===== config.mk =====
export PLATFORM = sky130hd
export DESIGN_NAME = i2c_tx_sequencer
export DESIGN_NICKNAME = d
export VERILOG_FILES = /design/src/rtl/i2c_tx_sequencer.sv
export SDC_FILE = /design/constraint.sdc
export NUM_CORES = 1
export LEC_CHECK = 0
export CORE_ASPECT_RATIO = 1.25
export CORE_MARGIN = 5
export CORE_UTILIZATION = 40
export CTS_CLUSTER_DIAMETER = 150
export DETAILED_ROUTE_END_ITERATION = 16
export PLACE_DENSITY_LB_ADDON = 0.15
export SYNTH_ARGS = -nofsm -noshare
export SYNTH_HDL_FRONTEND = slang
export SYNTH_SLANG_ARGS = --single-unit

===== constraint.sdc =====
create_clock -name clk -period 1.8 [get_ports clk]
set_input_delay 0.27 -clock clk [delete_from_list [all_inputs] [get_ports clk]]
set_output_delay 0.27 -clock clk [all_outputs]
set_load 0.02 [all_outputs]

===== src/rtl/i2c_tx_sequencer.sv =====
// i2c_tx_sequencer: drives an I2C byte engine through START+address, FIFO data bytes and STOP; define I2C_SEQ_ADDR_RETRY_EN to retry a NACKed address up to 3 attempts
module i2c_tx_sequencer #(
    parameter int LEN_W   = 4,
    parameter int TIMEOUT = 255
) (
    input  logic             clk,
    input  logic             reset,
    input  logic             start_req,
    input  logic [6:0]       slave_addr,
    input  logic [LEN_W-1:0] xfer_len,
    input  logic             fifo_empty,
    input  logic [7:0]       fifo_data,
    output logic             fifo_rd,
    output logic             eng_valid,
    output logic [1:0]       eng_cmd,
    output logic [7:0]       eng_byte,
    input  logic             eng_ready,
    input  logic             eng_done,
    input  logic             eng_nack,
    output logic             busy,
    output logic             done,
    output logic             err_nack,
    output logic             err_underrun
);
    localparam int WW = $clog2(TIMEOUT + 1);
    localparam logic [2:0] IDLE = 3'd0, ADDR = 3'd1, WAIT_ADDR = 3'd2, FETCH = 3'd3,
                           DATA = 3'd4, WAIT_DATA = 3'd5, STOP = 3'd6, WAIT_STOP = 3'd7;
    logic [2:0]       state;
    logic [6:0]       addr;
    logic [LEN_W-1:0] remaining;
    logic [7:0]       data;
    logic [WW-1:0]    wait_cnt;
    logic             addr_retry;
`ifdef I2C_SEQ_ADDR_RETRY_EN
    logic [1:0] tries;
    // count address NACKs so the third one gives up instead of retrying
    always_ff @(posedge clk or negedge reset)
        if (!reset) tries <= '0;
        else if (state == IDLE) tries <= '0;
        else if (state == WAIT_ADDR && eng_done && eng_nack && addr_retry) tries <= tries + 2'd1;
    assign addr_retry = tries != 2'd2;
`else
    assign addr_retry = 1'b0;
`endif
    assign eng_valid = state == ADDR || state == DATA || state == STOP;
    assign eng_cmd   = state == DATA ? 2'b01 : state == STOP ? 2'b10 : 2'b00;
    assign eng_byte  = state == ADDR ? {addr, 1'b0} : state == DATA ? data : 8'h00;
    assign fifo_rd   = state == FETCH && !fifo_empty;
    assign busy      = state != IDLE;
    // count consecutive empty cycles spent in FETCH; any other state clears it
    always_ff @(posedge clk or negedge reset)
        if (!reset) wait_cnt <= '0;
        else wait_cnt <= (state == FETCH && fifo_empty) ? wait_cnt + 1'b1 : '0;
    // transfer sequencing, latched request fields and sticky error flags
    always_ff @(posedge clk or negedge reset) begin
        if (!reset) begin
            state        <= IDLE;
            addr         <= '0;
            remaining    <= '0;
            data         <= '0;
            done         <= 1'b0;
            err_nack     <= 1'b0;
            err_underrun <= 1'b0;
        end else begin
            done <= state == WAIT_STOP && eng_done;
            case (state)
                IDLE: if (start_req) begin
                    addr         <= slave_addr;
                    remaining    <= xfer_len;
                    err_nack     <= 1'b0;
                    err_underrun <= 1'b0;
                    state        <= ADDR;
                end
                ADDR: if (eng_ready) state <= WAIT_ADDR;
                WAIT_ADDR: if (eng_done) begin
                    if (eng_nack && addr_retry) state <= ADDR;
                    else if (eng_nack) begin
                        err_nack <= 1'b1;
                        state    <= STOP;
                    end else state <= remaining != '0 ? FETCH : STOP;
                end
                FETCH: if (!fifo_empty) begin
                    data  <= fifo_data;
                    state <= DATA;
                end else if (wait_cnt == WW'(TIMEOUT - 1)) begin
                    err_underrun <= 1'b1;
                    state        <= STOP;
                end
                DATA: if (eng_ready) state <= WAIT_DATA;
                WAIT_DATA: if (eng_done) begin
                    if (remaining != '0) remaining <= remaining - 1'b1;
                    if (eng_nack) begin
                        err_nack <= 1'b1;
                        state    <= STOP;
                    end else state <= remaining <= LEN_W'(1) ? STOP : FETCH;
                end
                STOP: if (eng_ready) state <= WAIT_STOP;
                WAIT_STOP: if (eng_done) state <= IDLE;
                default: state <= IDLE;
            endcase
        end
    end
endmodule


## Word level (Yosys, flattened, before mapping)

Index checks and enable logic that the tools add are counted.
W data, S select, Z words.

| word-level totals | value |
|---|---|
| register bits | 33 |
| output and inout bits | 16 |
| logic and storage cells | 82 |

| cells by class | value |
|---|---|
| $add $sub $neg | 2 |
| order comparisons | 1 |
| equal/unequal tests | 21 |
| muxes and demuxes | 30 |
| bitwise logic cells | 1 |
| reductions and logical operators | 19 |

Operators by type and width:

| operator | number |
|---|---|
| $mux W3 | 13 |
| $mux W8 | 3 |
| $pmux W3 S8 | 1 |
| $ne A2 B2 Y1 const B | 9 |
| $eq A3 B3 Y1 const B | 4 |
| $mux W4 | 3 |
| $reduce_and A4 Y1 | 3 |
| $add A8 B1 Y8 const B | 1 |
| $eq A8 B8 Y1 const B | 1 |
| $pmux W4 S2 | 1 |
| $reduce_and A8 Y1 | 1 |
| $eq A3 B2 Y1 const B | 2 |
| $ne A2 B1 Y1 const B | 3 |
| $reduce_bool A2 Y1 | 3 |
| $mux W1 | 5 |
| $le A4 B1 Y1 const B | 1 |
| $mux W2 | 2 |
| $pmux W1 S2 | 2 |
| $reduce_and A2 Y1 | 2 |
| $reduce_bool A4 Y1 | 1 |
| $sub A4 B1 Y4 const B | 1 |
| $eq A3 B1 Y1 const B | 1 |
| $logic_and A1 B1 Y1 | 3 |
| $logic_not A3 Y1 | 1 |
| other kinds (6) | 7 |

## Logic depth before layout (Yosys ltp)

Gate-level depths: netlist (run 1).

| depth | value |
|---|---|
| depth after elaboration | 5 |
| gate-level depth with buffers | 6 |
| mapped depth without buffers | 6 |

## Worst setup path after synthesis (run 1)

Ideal clock, no wire load.

| timing path | value |
|---|---|
| path kind | reg-to-output |
| from | register state[0] |
| to | output port eng_byte[0] |
| arrival | 1.661 ns |
| data required time | 1.530 ns |
| slack | -0.131 ns |
| cell stages (with the launch flop) | 5 |
| cells stage by stage | dfrtp_1 buf_2 clkbuf_1 nor3_1 and2_1 |

| on the way | value |
|---|---|
| longest elaborated chain between the ends | 3 |
| elaborated cells between the ends (all ways) | 4 |

RTL lines:

| item | line | source |
|---|---|---|
| start, declared | 28 | `logic [2:0] state;` |
| start signal, assigned | 80 | `end else state <= remaining != '0 ? FETCH : STOP;` |
| start signal, assigned | 95 | `end else state <= remaining <= LEN_W'(1) ? STOP : FETCH;` |
| $eq A3 B3 Y1 | 47 | `assign eng_byte = state == ADDR ? {addr, 1'b0} : state == DATA ? data : 8'h00;` |
| $mux W8 | 47 |  |
| $mux W8 * | 47 |  |
| end, declared | 16 | `output logic [7:0] eng_byte,` |

Every way passes the cells marked *; elsewhere a longest branch is shown, timed or not.

## Worst setup path in the final report (run 1)

| timing path | value |
|---|---|
| from | register state[2] |
| to | register remaining[0] |

| on the way | value |
|---|---|
| longest elaborated chain between the ends | 3 |
| elaborated cells between the ends (all ways) | 8 |

RTL lines:

| item | line | source |
|---|---|---|
| $eq A3 B3 Y1 or $logic_not A3 Y1 (tied branches) | 66 | `case (state)` |
| $ne A2 B2 Y1 (no line) or $reduce_bool A2 Y1 (tied branches) | - |  |
| $reduce_and A4 Y1 (no line) | - |  |
| end signal, assigned | 69 | `remaining <= xfer_len;` |
| end signal, assigned | 91 | `if (remaining != '0) remaining <= remaining - 1'b1;` |
| end, declared | 30 | `logic [LEN_W-1:0] remaining;` |

Parallel ways exist; a longest one is shown, timed or not.
A chain may end at the register's enable or synchronous reset.

==> impl_results.md, run 1 <==
* Crit share post-route at 0.971
* CTS Hold Bufs at 0
* Fmax achieved at 572 MHz
* Std-Cell Rows at 27
* Met3 routed WL at 191 um
* Max VDD drop at 812 uV
* Final TNS setup at 0 ps
* Hold Slack at 394 ps
* Highest cell delay on the worst timing path at 440 ps
* Simple-Gate Fraction of Synth Area at 0.179
* Clock sink count at 33
* Synth Register Bits at 33
* Worst Tran Pin Value at 433 ps
* Clock power frac at 0.186
* I/O Buffers at 41
* Hold crit path type: input port to async pin
* Final instance area at 0.00253 sq mm
* CP cell instances: buf_4 -> buf_4 -> nand2_1 -> nor4_1 -> a211oi_1 -> o221a_2
* Most used cell along the critical path: buf_4
* Largest family of logic cells by synthesized area: simple AND/OR/NAND/NOR gates
* Detail Route Antenna Nets at 0
* RSZ-0062 raised after global routing: yes
* Post-synth EDFFs at 0
* XOR/XNOR share of the synthesized area at 0.0290
* Global route total overflow at 0
* DR vias at 1564
* Main synth FF type: dfrtp_1
* Outcome: complete, no violations
* Top cell type's share of synthesized area at 0.456
* Cell count after synthesis at 174
* Buf/Inv on CP at 2
* Family with the most delay on the worst path: simple AND/OR/NAND/NOR gates
* First-pass GRT wire length at 7.75 mm
* Max Buffers Root-to-Sink at 2
* Pins Over Slew Limit at 0
* CTS tree: done
* Routed wire length at 4.58 mm
* Required @ worst endpoint at 1970 ps
* Max_cap viols at 0
* Syn_nets at 205
* Seq/Total Area, Yosys at 0.456
* Sequential power share at 0.314
* Max-slew headroom at 0.709
* Met2 WL at 2.38 mm
* Mapped Area at 0.00181 sq mm
* Largest net degree at the start of global routing at 34
* DRC at 0
* Max layer used: met4
* Diodes inserted at 0
* CP max stage cell: nor4_1
* Initial core utilization at 0.413
* Layout cells sized above 1 at 0.312
* Core area at 0.00439 sq mm
* Int Power at 2.42 mW
* Pre-antenna DRT Iters at 4
* Total GRT Usage at 0.163
* Post-Synth Adder-Cell Area at 0.0345
* Syn_area_per_cell at 10.4 sq um
* Vias per cell at 5.30
* Die height at 85.2 um
* Layout fillers at 396
* Async set-reset flop share out of synthesis at 1.00
* Critical setup path kind: register to register
* Clock transition at the registers of the reported paths at 70 ps
* Yosys cell types at 49
* Antenna violations before repair at 0
* Post-placement cell area at 0.00245 sq mm
* WP data arrival at 1920 ps
* Worst R2R Start: state[2]
* Initial DRC Count at 98
* Worst setup path start: state[2]
* Mux share of post-synthesis cell area at 0.104
* Psw at 1.48 mW
* Area leader, netlist: dfrtp_1
* CTS H-tree lvls at 2
* Clock Latency Late Sink at 280 ps
* # nets final at 267
* WL met1 at 1.92 mm
* Final std cells w/o fill at 295
* Total CTS buffers at 5
* Die Span X at 70.2 um
* I/O Pins at 42
* Vias in the first global route at 1661
* Comb power frac at 0.500
* CTS root buf: clkbuf_8
* PwrDens at 1540 mW/mm^2
* Nature of the critical path endpoint: register
* Switch share at 0.379
* Setup crit start kind: register
* Power, Total at 3.90 mW
* Post-Place Cells at 286
* Routed WL per cell at 15.5 um
* RePlAce Congestion at 0.807
* HPWL after DPL at 3.43 mm
* Die ar. at 0.00598 sq mm
* Leak at 1.11 nW
* Post-layout min period at 1750 ps
* Maximum net fanout on the critical path at 12
* Final hold vios at 0
* Worst Clk Skew at 3.26 ps
* Area contributors post-synth: dfrtp_1, mux2_2, nor2_1
* Yosys warnings at 0
* Synth Area in Compound Gates at 0.162
* Setup-violating endpoint count in the final report at 0
* Layout area overhead at 39.9%
-- synthesized netlist by cell type (all sizes together) (2+ instances only) --
library cell	count
a211oi	2
a21oi	5
a22oi	8
a31oi	3
and3	2
buf	4
clkbuf	4
dfrtp	33
ha	5
inv	6
mux2	15
mux2i	2
nand2	10
nand2b	2
nand3	4
nand4	2
nand4b	2
nor2	23
nor3	3
nor3b	2
o21ai	8
o21bai	2
o311ai	2
xor2	5
-- path summary, 6_finish.rpt --
path                           endpoint  slack, ps  depth (start not counted)
min in group clk                data[0]        510                          1
max                        remaining[0]         50                          6
max in group asynchronous      state[1]       1090                          2
min reg2reg                     data[0]        510                          1
min                            err_nack        390                          2
max reg2reg                remaining[0]         50                          6
-- power by group through the flow --
stage                     clock (mW)  combinational, mW  sequential, mW
after floorplan                    0               1.24            1.19
after global placement             0               1.94            1.21
after detailed placement           0               2.01            1.24
after CTS                      0.750               1.98            1.22
after global routing           0.795               2.13            1.26
final                          0.726               1.95            1.23
-- layout by cell type, fill, tap and decap left out, drive strengths merged, types with 2 or more instances in the layout --
cell type,synthesis,layout
a211oi,2,2
a21oi,5,5
a22oi,8,8
a31oi,3,3
and3,2,2
buf,4,24
clkbuf,4,13
clkdlybuf4s50,0,28
dfrtp,33,33
dlygate4sd2,0,4
ha,5,5
inv,6,6
mux2,15,15
mux2i,2,2
nand2,10,10
nand2b,2,2
nand3,4,4
nand4,2,2
nand4b,2,2
nor2,23,23
nor3,3,3
nor3b,2,2
o21ai,8,8
o21bai,2,2
o311ai,2,2
xor2,5,5
-- kinds of logic after synthesis --
| kind of cell | Yosys count |
|---|---|
| simple gates | 59 |
| xor+xnor | 6 |
| compound gates | 40 |
| fa+ha+maj | 5 |
| flops | 33 |
| mux | 17 |
| buf+inv | 14 |
-- per-stage QoR --
step                       util  worst slack (ps)
after floorplan               -              62.2
after detailed placement  0.557             -37.2
after global routing      0.577             -20.5
final                     0.577              52.6
after global placement    0.557             -50.7
after CTS                 0.584              1.64
-- sequential cells by signal, indices dropped and copies added, names as in the netlist --
register	cells
wait_cnt	8
data	8
remaining	4
state	3
err_nack	1
done	1
err_underrun	1
addr	7
-- routing by layer --
metal / global-route usage / vias up
li1: - / 754
met1: 0.182 / 760
met2: 0.291 / 42
met3: 0.0415 / 8
met4: 0.0697 / 0
met5: 0 / -
-- worst reg2reg max path: stages (launching register included) --
cell and delay (ps):
dfrtp_1 390, buf_4 150, buf_4 180, nand2_1 90, nor4_1 440, a211oi_1 100
o221a_2 280
-- cell type report --
type                    count  area [sq um]  share of cell area
clock buffers               7          86.3              0.0341
clock inverters             1          30.0              0.0118
inverters                   6          22.5             0.00888
multi-input cells         127           952               0.376
flip-flops and latches     33           827               0.326
well taps                  58          72.6              0.0286
repair buffers             63           544               0.215
-- repair_timing --
action,in CTS,in global routing
setup buffers,1,0
gates resized for setup,27,9
pin swaps,0,0
endpoints found under the setup margin,14,8
No activity file was read; power rests on OpenSTA's default activity.
==> run 2, diff against run 1 <==
- CTS_BUF_LIST: not set -> sky130_fd_sc_hd__clkbuf_4 sky130_fd_sc_hd__clkbuf_8 sky130_fd_sc_hd__clkbuf_16
==> impl_results.md, run 2 (synthesis results as in run 1) <==
* Max_cap viols at 0
* Final instance area at 0.00254 sq mm
* Initial DRC Count at 97
* I/O Buffers at 41
* Layout cells sized above 1 at 0.316
* DRC at 0
* Routed WL per cell at 15.5 um
* Nature of the critical path endpoint: register
* Std-Cell Rows at 27
* Antenna violations before repair at 0
* Post-layout min period at 1750 ps
* Reg2reg setup slack at 50 ps
* Psw at 1.48 mW
* Vias in the first global route at 1661
* Leak at 1.11 nW
* CP cell instances: buf_4 -> buf_4 -> nand2_1 -> nor4_1 -> a211oi_1 -> o221a_2
* Diodes inserted at 0
* Commonest cells after routing, fill and taps aside: dfrtp_1, clkdlybuf4s50_1, buf_4
* Setup crit start kind: register
* Clock power frac at 0.189
* Final hold vios at 0
* WP data arrival at 1920 ps
* HPWL after DPL at 3.43 mm
* Detail Route Antenna Nets at 0
* Setup-violating endpoint count in the final report at 0
* Die Span X at 70.2 um
* Die height at 85.2 um
* Switch share at 0.377
* Die ar. at 0.00598 sq mm
* Highest cell delay on the worst timing path at 440 ps
* Fmax achieved at 572 MHz
* Final std cells w/o fill at 295
* Top flop regs: data (8), wait_cnt (8), addr (7)
* Total CTS buffers at 5
* Required @ worst endpoint at 1970 ps
* CP max stage cell: nor4_1
* Largest net degree at the start of global routing at 34
* Pins Over Slew Limit at 0
* Post-Place Cells at 286
* Outcome: complete, no violations
* Family with the most delay on the worst path: simple AND/OR/NAND/NOR gates
* Maximum net fanout on the critical path at 12
* Clock sink count at 33
* Buf/Inv on CP at 2
* Clock transition at the registers of the reported paths at 70 ps
* Worst Tran Pin Value at 433 ps
* PwrDens at 1540 mW/mm^2
* Max-slew headroom at 0.709
* Post-placement cell area at 0.00245 sq mm
* Worst Clk Skew at 3.47 ps
* Vias per cell at 5.30
* Hold crit path type: input port to async pin
* I/O Pins at 42
* # nets final at 267
* Worst R2R Start: state[2]
* Comb power frac at 0.498
* RSZ-0062 raised after global routing: yes
* Initial core utilization at 0.413
* Most used cell along the critical path: buf_4
* Worst setup path endpoint: remaining[0]
* Critical setup path kind: register to register
* Max VDD drop at 824 uV
* Sequential power share at 0.313
* Int Power at 2.44 mW
* DR vias at 1563
* Layout area overhead at 40.1%
* Clock Latency Late Sink at 280 ps
* Total GRT Usage at 0.163
* Max Buffers Root-to-Sink at 2
* Crit share post-route at 0.971
* Power, Total at 3.92 mW
* Worst r2r path cells at 6
* CTS root buf: clkbuf_8
* CTS H-tree lvls at 2
* Crit path depth at 6
* Core area at 0.00439 sq mm
* CTS tree: done
* Pre-antenna DRT Iters at 4
* First-pass GRT wire length at 7.75 mm
* R2r endpoint: remaining[0]
* Commonest non-fill, non-tap cell in the layout: dfrtp_1
* Global route total overflow at 0
* Routed wire length at 4.58 mm
* RePlAce Congestion at 0.807
* Worst setup path start: state[2]
==> run 2: cell counts in the layout (fill, tap and decap cells not counted) <==
Identical to the previous run, type by type.
==> run 2: worst min-delay path by stage <==
stage,start,to,slack (ps),cells past startpoint
after global routing,reset,err_nack,430,2
after detailed placement,data[7],data[7],500,1
after floorplan,reset,addr[0],-30,0
final,reset,err_nack,390,2
after global placement,addr[6],addr[6],490,1
after CTS,reset,done,410,2
==> run 2: timing repair <==
| action | in CTS | in global routing |
|---|---|---|
| gates resized for setup | 27 | 9 |
| hold endpoints to repair | 0 | 0 |
| hold buffers | 0 | 0 |
| setup buffers | 1 | 0 |
| endpoints found under the setup margin | 14 | 8 |
==> run 2: routing by layer <==
layer  track usage  part of all wire
met3        0.0415             0.042
met1         0.182              0.42
met4        0.0697             0.019
met5             0                 0
met2         0.291              0.52
==> run 2: area by class of cell <==
cell class	instances	area (sq um)
clock buffer	7	90.1
clock inverter	1	30.0
fill	396	1850
inverter	6	22.5
multi-input combinational	127	952
sequential	33	827
tap	58	72.6
timing repair buffer	63	544
==> run 2: stage by stage <==
stage | setup slack (ps) | utilization | setup TNS (ps) | hold slack [ps]
after floorplan | 62.2 | - | 0 | -25.6
after global placement | -50.7 | 0.557 | -50.7 | 491
after detailed placement | -37.2 | 0.557 | -60.9 | 502
after CTS | 1.43 | 0.585 | 0 | 413
after global routing | -20.7 | 0.578 | -20.7 | 433
final | 52.3 | 0.578 | 0 | 393
==> run 2: power by group through the flow <==
| stage | registers [mW] | logic [mW] | clock network, mW |
|---|---|---|---|
| after floorplan | 1.19 | 1.24 | 0 |
| after global placement | 1.21 | 1.94 | 0 |
| after detailed placement | 1.24 | 2.01 | 0 |
| after CTS | 1.22 | 1.98 | 0.766 |
| after global routing | 1.26 | 2.13 | 0.810 |
| final | 1.23 | 1.95 | 0.742 |
